## src/rtl/dmem_arbiter_if.sv

```systemverilog
// dmem_arbiter_if: bundles the two requester handshakes and the data-memory
// port used by dmem_arbiter.
//   Requester side : req0/req1, we0/we1, addr0/addr1, wdata0/wdata1 (in to arbiter)
//                    done0/done1, rdata0/rdata1, err0/err1 (out of arbiter)
//   Memory side    : mem_addr, mem_read, mem_write, mem_wdata (out of arbiter)
//                    mem_rdata (in to arbiter, combinational from mem_addr)
//   Status         : conflict_cnt (out of arbiter)
// modport slave  : the arbiter's view.
// modport master : the environment's view (requesters + memory).
interface dmem_arbiter_if #(
    parameter int unsigned AW = 32,
    parameter int unsigned DW = 32,
    parameter int unsigned CW = 16
);
    logic          req0;
    logic          req1;
    logic          we0;
    logic          we1;
    logic [AW-1:0] addr0;
    logic [AW-1:0] addr1;
    logic [DW-1:0] wdata0;
    logic [DW-1:0] wdata1;
    logic          done0;
    logic          done1;
    logic [DW-1:0] rdata0;
    logic [DW-1:0] rdata1;
    logic          err0;
    logic          err1;
    logic [AW-1:0] mem_addr;
    logic          mem_read;
    logic          mem_write;
    logic [DW-1:0] mem_wdata;
    logic [DW-1:0] mem_rdata;
    logic [CW-1:0] conflict_cnt;

    modport slave (
        input  req0, req1, we0, we1, addr0, addr1, wdata0, wdata1,
        output done0, done1, rdata0, rdata1, err0, err1,
        output mem_addr, mem_read, mem_write, mem_wdata,
        input  mem_rdata,
        output conflict_cnt
    );

    modport master (
        output req0, req1, we0, we1, addr0, addr1, wdata0, wdata1,
        input  done0, done1, rdata0, rdata1, err0, err1,
        input  mem_addr, mem_read, mem_write, mem_wdata,
        output mem_rdata,
        input  conflict_cnt
    );
endinterface

```

## src/rtl/dmem_arbiter.sv

```systemverilog
// dmem_arbiter: shares one data-memory port (async read, write on posedge)
// between the CPU load/store path (port 0) and the debug/loader path (port 1).
// Each access runs IDLE -> ACCESS -> DONE, so one access per three cycles.
// Ports:
//   clk : clock, all state updates on the rising edge
//   rst : synchronous active-high reset
//   bus : dmem_arbiter_if.slave (requester handshakes, memory port, conflict_cnt)
// Build option:
//   DMEM_ARB_FIXED_PRIO_EN defined   -> port 0 always wins a tie
//   DMEM_ARB_FIXED_PRIO_EN undefined -> round-robin on ties (default)
module dmem_arbiter #(
    parameter int unsigned AW    = 32,
    parameter int unsigned DW    = 32,
    parameter int unsigned DEPTH = 52,
    parameter int unsigned CW    = 16
) (
    input logic           clk,
    input logic           rst,
    dmem_arbiter_if.slave bus
);
    typedef enum logic [1:0] {S_IDLE, S_ACCESS, S_DONE} state_t;

    localparam logic [AW-1:0] DEPTH_A = AW'(DEPTH);

    state_t        r_state;
    state_t        w_next;
    logic          r_sel;
    logic          r_we;
    logic [AW-1:0] r_addr;
    logic [DW-1:0] r_wdata;
    logic          r_done0;
    logic          r_done1;
    logic          r_err0;
    logic          r_err1;
    logic [DW-1:0] r_rdata0;
    logic [DW-1:0] r_rdata1;
    logic [CW-1:0] r_cnt;
`ifndef DMEM_ARB_FIXED_PRIO_EN
    logic          r_last;
`endif

    logic          w_any_req;
    logic          w_both_req;
    logic          w_grant1;
    logic          w_in_range;
    logic [DW-1:0] w_rdata_cap;
    logic [AW-1:0] w_mem_addr;
    logic          w_mem_read;
    logic          w_mem_write;
    logic [DW-1:0] w_mem_wdata;

    assign w_any_req  = bus.req0 | bus.req1;
    assign w_both_req = bus.req0 & bus.req1;
    assign w_in_range = (r_addr < DEPTH_A);
    // Writes and out-of-range accesses return zero rather than whatever the bus shows.
    assign w_rdata_cap = (!r_we && w_in_range) ? bus.mem_rdata : '0;

`ifdef DMEM_ARB_FIXED_PRIO_EN
    assign w_grant1 = bus.req1 & ~bus.req0;
`else
    // On a tie the winner is the port that did not win the previous tie.
    assign w_grant1 = bus.req1 & (~bus.req0 | ~r_last);
`endif

    // State register
    always_ff @(posedge clk) begin
        if (rst) begin
            r_state <= S_IDLE;
        end else begin
            r_state <= w_next;
        end
    end

    // Next-state logic
    always_comb begin
        w_next = r_state;
        case (r_state)
            S_IDLE:   w_next = w_any_req ? S_ACCESS : S_IDLE;
            S_ACCESS: w_next = S_DONE;
            S_DONE:   w_next = S_IDLE;
            default:  w_next = S_IDLE;
        endcase
    end

    // Memory-side outputs, decoded from registered state only
    always_comb begin
        w_mem_addr  = '0;
        w_mem_read  = 1'b0;
        w_mem_write = 1'b0;
        w_mem_wdata = '0;
        if (r_state == S_ACCESS) begin
            w_mem_addr  = r_addr;
            w_mem_wdata = r_wdata;
            w_mem_read  = !r_we && w_in_range;
            // rst gates the write so a reset landing on ACCESS never commits it.
            w_mem_write = r_we && w_in_range && !rst;
        end
    end

    // Request latch, completion registers and conflict counter
    always_ff @(posedge clk) begin
        if (rst) begin
            r_sel    <= 1'b0;
            r_we     <= 1'b0;
            r_addr   <= '0;
            r_wdata  <= '0;
            r_done0  <= 1'b0;
            r_done1  <= 1'b0;
            r_err0   <= 1'b0;
            r_err1   <= 1'b0;
            r_rdata0 <= '0;
            r_rdata1 <= '0;
            r_cnt    <= '0;
`ifndef DMEM_ARB_FIXED_PRIO_EN
            r_last   <= 1'b1;
`endif
        end else begin
            r_done0 <= 1'b0;
            r_done1 <= 1'b0;
            r_err0  <= 1'b0;
            r_err1  <= 1'b0;
            case (r_state)
                S_IDLE: begin
                    if (w_any_req) begin
                        r_sel   <= w_grant1;
                        r_we    <= w_grant1 ? bus.we1    : bus.we0;
                        r_addr  <= w_grant1 ? bus.addr1  : bus.addr0;
                        r_wdata <= w_grant1 ? bus.wdata1 : bus.wdata0;
                    end
                    if (w_both_req) begin
`ifndef DMEM_ARB_FIXED_PRIO_EN
                        r_last <= w_grant1;
`endif
                        if (r_cnt != '1) begin
                            r_cnt <= r_cnt + CW'(1);
                        end
                    end
                end
                S_ACCESS: begin
                    // done/err/rdata are registered here so they are valid during DONE.
                    if (r_sel) begin
                        r_done1  <= 1'b1;
                        r_err1   <= !w_in_range;
                        r_rdata1 <= w_rdata_cap;
                    end else begin
                        r_done0  <= 1'b1;
                        r_err0   <= !w_in_range;
                        r_rdata0 <= w_rdata_cap;
                    end
                end
                default: ;
            endcase
        end
    end

    assign bus.done0        = r_done0;
    assign bus.done1        = r_done1;
    assign bus.err0         = r_err0;
    assign bus.err1         = r_err1;
    assign bus.rdata0       = r_rdata0;
    assign bus.rdata1       = r_rdata1;
    assign bus.conflict_cnt = r_cnt;
    assign bus.mem_addr     = w_mem_addr;
    assign bus.mem_read     = w_mem_read;
    assign bus.mem_write    = w_mem_write;
    assign bus.mem_wdata    = w_mem_wdata;
endmodule

```

## src/flat_wrapper.sv

```systemverilog
// flat-port wrapper written by rule: the top's interface ports become plain ports
module dmem_arbiter_flat 
#(
    parameter int unsigned AW    = 32,
    parameter int unsigned DW    = 32,
    parameter int unsigned DEPTH = 52,
    parameter int unsigned CW    = 16
)
  (clk, rst, bus_req0, bus_req1, bus_we0, bus_we1, bus_addr0, bus_addr1, bus_wdata0, bus_wdata1, bus_done0, bus_done1, bus_rdata0, bus_rdata1, bus_err0, bus_err1, bus_mem_addr, bus_mem_read, bus_mem_write, bus_mem_wdata, bus_mem_rdata, bus_conflict_cnt);
  dmem_arbiter_if #(.AW(AW), .DW(DW), .CW(CW)) bus_i ();
  input logic clk;
  input logic rst;
  input wire logic [$bits(bus_i.req0)-1:0] bus_req0;
  input wire logic [$bits(bus_i.req1)-1:0] bus_req1;
  input wire logic [$bits(bus_i.we0)-1:0] bus_we0;
  input wire logic [$bits(bus_i.we1)-1:0] bus_we1;
  input wire logic [$bits(bus_i.addr0)-1:0] bus_addr0;
  input wire logic [$bits(bus_i.addr1)-1:0] bus_addr1;
  input wire logic [$bits(bus_i.wdata0)-1:0] bus_wdata0;
  input wire logic [$bits(bus_i.wdata1)-1:0] bus_wdata1;
  output wire logic [$bits(bus_i.done0)-1:0] bus_done0;
  output wire logic [$bits(bus_i.done1)-1:0] bus_done1;
  output wire logic [$bits(bus_i.rdata0)-1:0] bus_rdata0;
  output wire logic [$bits(bus_i.rdata1)-1:0] bus_rdata1;
  output wire logic [$bits(bus_i.err0)-1:0] bus_err0;
  output wire logic [$bits(bus_i.err1)-1:0] bus_err1;
  output wire logic [$bits(bus_i.mem_addr)-1:0] bus_mem_addr;
  output wire logic [$bits(bus_i.mem_read)-1:0] bus_mem_read;
  output wire logic [$bits(bus_i.mem_write)-1:0] bus_mem_write;
  output wire logic [$bits(bus_i.mem_wdata)-1:0] bus_mem_wdata;
  input wire logic [$bits(bus_i.mem_rdata)-1:0] bus_mem_rdata;
  output wire logic [$bits(bus_i.conflict_cnt)-1:0] bus_conflict_cnt;
  assign bus_i.req0 = bus_req0;
  assign bus_i.req1 = bus_req1;
  assign bus_i.we0 = bus_we0;
  assign bus_i.we1 = bus_we1;
  assign bus_i.addr0 = bus_addr0;
  assign bus_i.addr1 = bus_addr1;
  assign bus_i.wdata0 = bus_wdata0;
  assign bus_i.wdata1 = bus_wdata1;
  assign bus_done0 = bus_i.done0;
  assign bus_done1 = bus_i.done1;
  assign bus_rdata0 = bus_i.rdata0;
  assign bus_rdata1 = bus_i.rdata1;
  assign bus_err0 = bus_i.err0;
  assign bus_err1 = bus_i.err1;
  assign bus_mem_addr = bus_i.mem_addr;
  assign bus_mem_read = bus_i.mem_read;
  assign bus_mem_write = bus_i.mem_write;
  assign bus_mem_wdata = bus_i.mem_wdata;
  assign bus_i.mem_rdata = bus_mem_rdata;
  assign bus_conflict_cnt = bus_i.conflict_cnt;
  dmem_arbiter #(.AW(AW), .DW(DW), .DEPTH(DEPTH), .CW(CW)) u_core (.clk(clk), .rst(rst), .bus(bus_i));
endmodule
```

## config.mk

```make
export PLATFORM = sky130hd
export DESIGN_NAME = dmem_arbiter_flat
export DESIGN_NICKNAME = d
export VERILOG_FILES = /design/src/rtl/dmem_arbiter_if.sv /design/src/rtl/dmem_arbiter.sv /design/src/flat_wrapper.sv
export SDC_FILE = /design/constraint.sdc
export NUM_CORES = 1
export LEC_CHECK = 0
export BUFFER_PORTS_ARGS = -buffer_cell sky130_fd_sc_hd__buf_2
export CORE_UTILIZATION = 48
export DETAILED_ROUTE_END_ITERATION = 10
export PLACE_DENSITY_LB_ADDON = 0.3
export SYNTH_ARGS = -nofsm -noshare
export SYNTH_HDL_FRONTEND = slang
export SYNTH_SLANG_ARGS = --single-unit
```

## constraint.sdc

```tcl
create_clock -name clk -period 2.2 [get_ports clk]
set_clock_uncertainty 0.05 [all_clocks]
set_input_delay 0.66 -clock clk [delete_from_list [all_inputs] [get_ports clk]]
set_output_delay 0.66 -clock clk [all_outputs]
set_load 0.01 [all_outputs]
```

==> metrics.txt <==
max_cap viols=0; Row Count=44; Syn Std Cell Area=0.00718 mm2; Final Hold Vio Count=0; Seq/Total Area, Yosys=42.7%; Placed Cells=1344; CP cell instances=nor4_4, and4_4, and2_4, and3_4, buf_6; fmax=399 MHz; syn nets=1056; layout cells sized above 1=41.1%; Wirelength per Cell=16.7 um; Ports=316; worst hold path type=reg2reg; status=finished with violations; vias in the first global route=7094; WL final=23.3 mm; Slew headroom=53.7%; pin slew with the least headroom to its limit=0.695 ns; vias per cell=5.48; Synth top area share=42.7%; CTS tree=done; CP peak stage delay=0.35 ns; Sink Count=153; number of enable flip-flop cells after synthesis=0; final std cells w/o fill=1397; crit path buf inv count=1; Initial Util=49.2%; crit path max fanout=3; leading area contributor after synthesis=dfxtp_1; DRC viols=0; first-pass GRT wire length=35.8 mm; violated checks=negative setup slack; ANT cells=0; H-tree Lvls=4; final design utilization=73.5%; Starting DRT DRC Count=585; final setup margin=-0.307 ns; Pleak=4.73 nW; synthesized flop and latch total=153; Num CTS Buffers=17; Critical Path End Type=output port; CTS max path bufs=2; warning count from the yosys run=0; critical path's slowest cell=dfxtp_4; wl on met1=9.36 mm; die height=124 um; detailed placement HPWL=14.5 mm; RD Place Congestion=0.830; Root Driver=clkbuf_16; ranking of synthesized cells by area=dfxtp_1, mux2i_1, nor2_1; largest net degree at the start of global routing=152; WP data required=1.49 ns; Synth async-reset ratio=0%; Hold WS=0.396 ns; top-count cell post-synth=dfxtp_1; flop2flop setup slack=0.13 ns; syn avg cell area=8.08 um2; DRT Pass-1 Iters=5; crit path time final=2.51 ns; delay-heaviest family, CP=simple AND/OR/NAND/NOR gates; initial antenna violation count=0; fin crit share=114%; antenna-violating nets left=0; max layer used=met4; GRT Util Overall=28.6%; Design Power=7.38 mW; Post-DP Area=0.00908 mm2; post-route cell area=0.0107 mm2; DR WL met2=11.6 mm; max-slew violations=0; top_reg_cell synth=dfxtp_1; grt ovf=0; Yosys cell types=39; WS Path Type=reg2out; RSZ-0062 raised after global routing=yes; Final nets=1369; Clock transition at path regs=0.06 ns; clk_lat worst skew=0.41 ns; VDD IR max=0.587 mV; most frequent cells after synthesis=dfxtp_1, nor2_1, a21oi_1, nand2_1, nand3_1; die area=0.0155 mm2; I/O Buffers=315; Die X=124 um; # setup viols final=40; PwrDens=688 mW/mm2; core footprint=0.0146 mm2; CP startpoint kind=flop; Area Overhead vs Synth=49.4%; Met3 Routed Length=1.63 mm; Synth Instances=889; Vias=7651; CP Data Arrival Time=1.80 ns
-- placed cells by master, fill, tap and decap left out, types with 4 or more instances in the layout --
| cell | count |
|---|---|
| nor2_1 | 137 |
| and2_4 | 64 |
| buf_6 | 67 |
| buf_12 | 11 |
| nand2b_1 | 34 |
| buf_16 | 6 |
| dfxtp_2 | 5 |
| nand4_1 | 4 |
| buf_8 | 4 |
| a211oi_1 | 65 |
| or4_2 | 4 |
| nand2_1 | 69 |
| dfxtp_1 | 145 |
| clkbuf_8 | 4 |
| or4_1 | 6 |
| nor4_2 | 4 |
| a21oi_1 | 78 |
| mux2i_1 | 65 |
| nand3_1 | 69 |
| buf_2 | 250 |
| clkbuf_16 | 19 |
| o31ai_1 | 10 |
| o21ai_0 | 5 |
| buf_4 | 34 |
| inv_1 | 4 |
-- path summary, 6_finish.rpt --
check                                          start                                      end  cells past startpoint
setup / recovery       u_core.r_addr[8]$_SDFFE_PP0P_                            bus_mem_write                      5
hold / removal    u_core.bus.rdata1[14]$_SDFFE_PP0P_       u_core.bus.rdata1[14]$_SDFFE_PP0P_                      2
setup reg to reg        u_core.r_state[0]$_SDFF_PP0_  u_core.bus.conflict_cnt[7]$_SDFFE_PP0P_                      7
hold reg to reg   u_core.bus.rdata1[14]$_SDFFE_PP0P_       u_core.bus.rdata1[14]$_SDFFE_PP0P_                      2
-- report_power, final --
part	internal (mW)	switching, mW
logic	0.727	0.716
clock network	1.78	1.11
registers	2.93	0.123
total	5.43	1.94
-- repair_timing --
item,in CTS,in global routing
hold buffers,0,0
hold endpoints to repair,0,0
pin swaps,22,28
cloned,8,2
setup endpoints to repair,66,95
gates resized for setup,84,106
buffers inserted,12,6
-- per-layer routing --
metal	up-vias	GRT usage, %
met5	-	0
met4	0	10.8
met3	56	7.43
met2	325	48.5
met1	3555	34.4
li1	3715	-
-- worst reg2reg max path, cell delays in order, from the launching register on --
cell	delay (ns)
dfxtp_4	0.34
buf_4	0.12
buf_4	0.15
nand4bb_2	0.23
buf_4	0.19
or4_1	0.48
or3_1	0.31
a21oi_1	0.14
-- area by class of cell --
class                      count  area [um2]
tap                          184         230
clock buffer                  23         488
sequential                   153        3080
multi-input combinational    652        4070
fill                        1057        3860
timing repair buffer         374        2760
inverter                       4        15.0
clock inverter                 7        91.3
-- per-stage QoR --
step	setup TNS, ns	setup WS [ns]
after floorplan	0	0.107
after global placement	-0.0329	-0.0329
after detailed placement	-0.0961	-0.0492
after CTS	-3.63	-0.270
after global routing	-6.09	-0.348
final	-2.73	-0.307
-- state kept, by name (all words and copies together) (netlist names) --
| name | count |
|---|---|
| u_core.bus.rdata0 | 32 |
| u_core.bus.rdata1 | 32 |
| u_core.r_addr | 32 |
| u_core.r_wdata | 32 |
| u_core.bus.conflict_cnt | 16 |
| u_core.r_state | 2 |
| u_core.bus.done0 | 1 |
| u_core.bus.done1 | 1 |
| u_core.bus.err0 | 1 |
| u_core.bus.err1 | 1 |
| u_core.r_last | 1 |
| u_core.r_sel | 1 |
| u_core.r_we | 1 |
-- logic make-up after synthesis --
group / after synthesis / synth area share (%)
AND/OR/NAND/NOR: 419 / 28.9
XOR/XNOR: 1 / 0.122
AO/OA/AOI/OAI: 165 / 14.3
multiplexers: 66 / 9.22
adder cells (fa/ha/maj): 1 / 0.174
buffers and inverters: 84 / 4.55
flip-flops: 153 / 42.7
No activity file was read; power rests on OpenSTA's default activity.
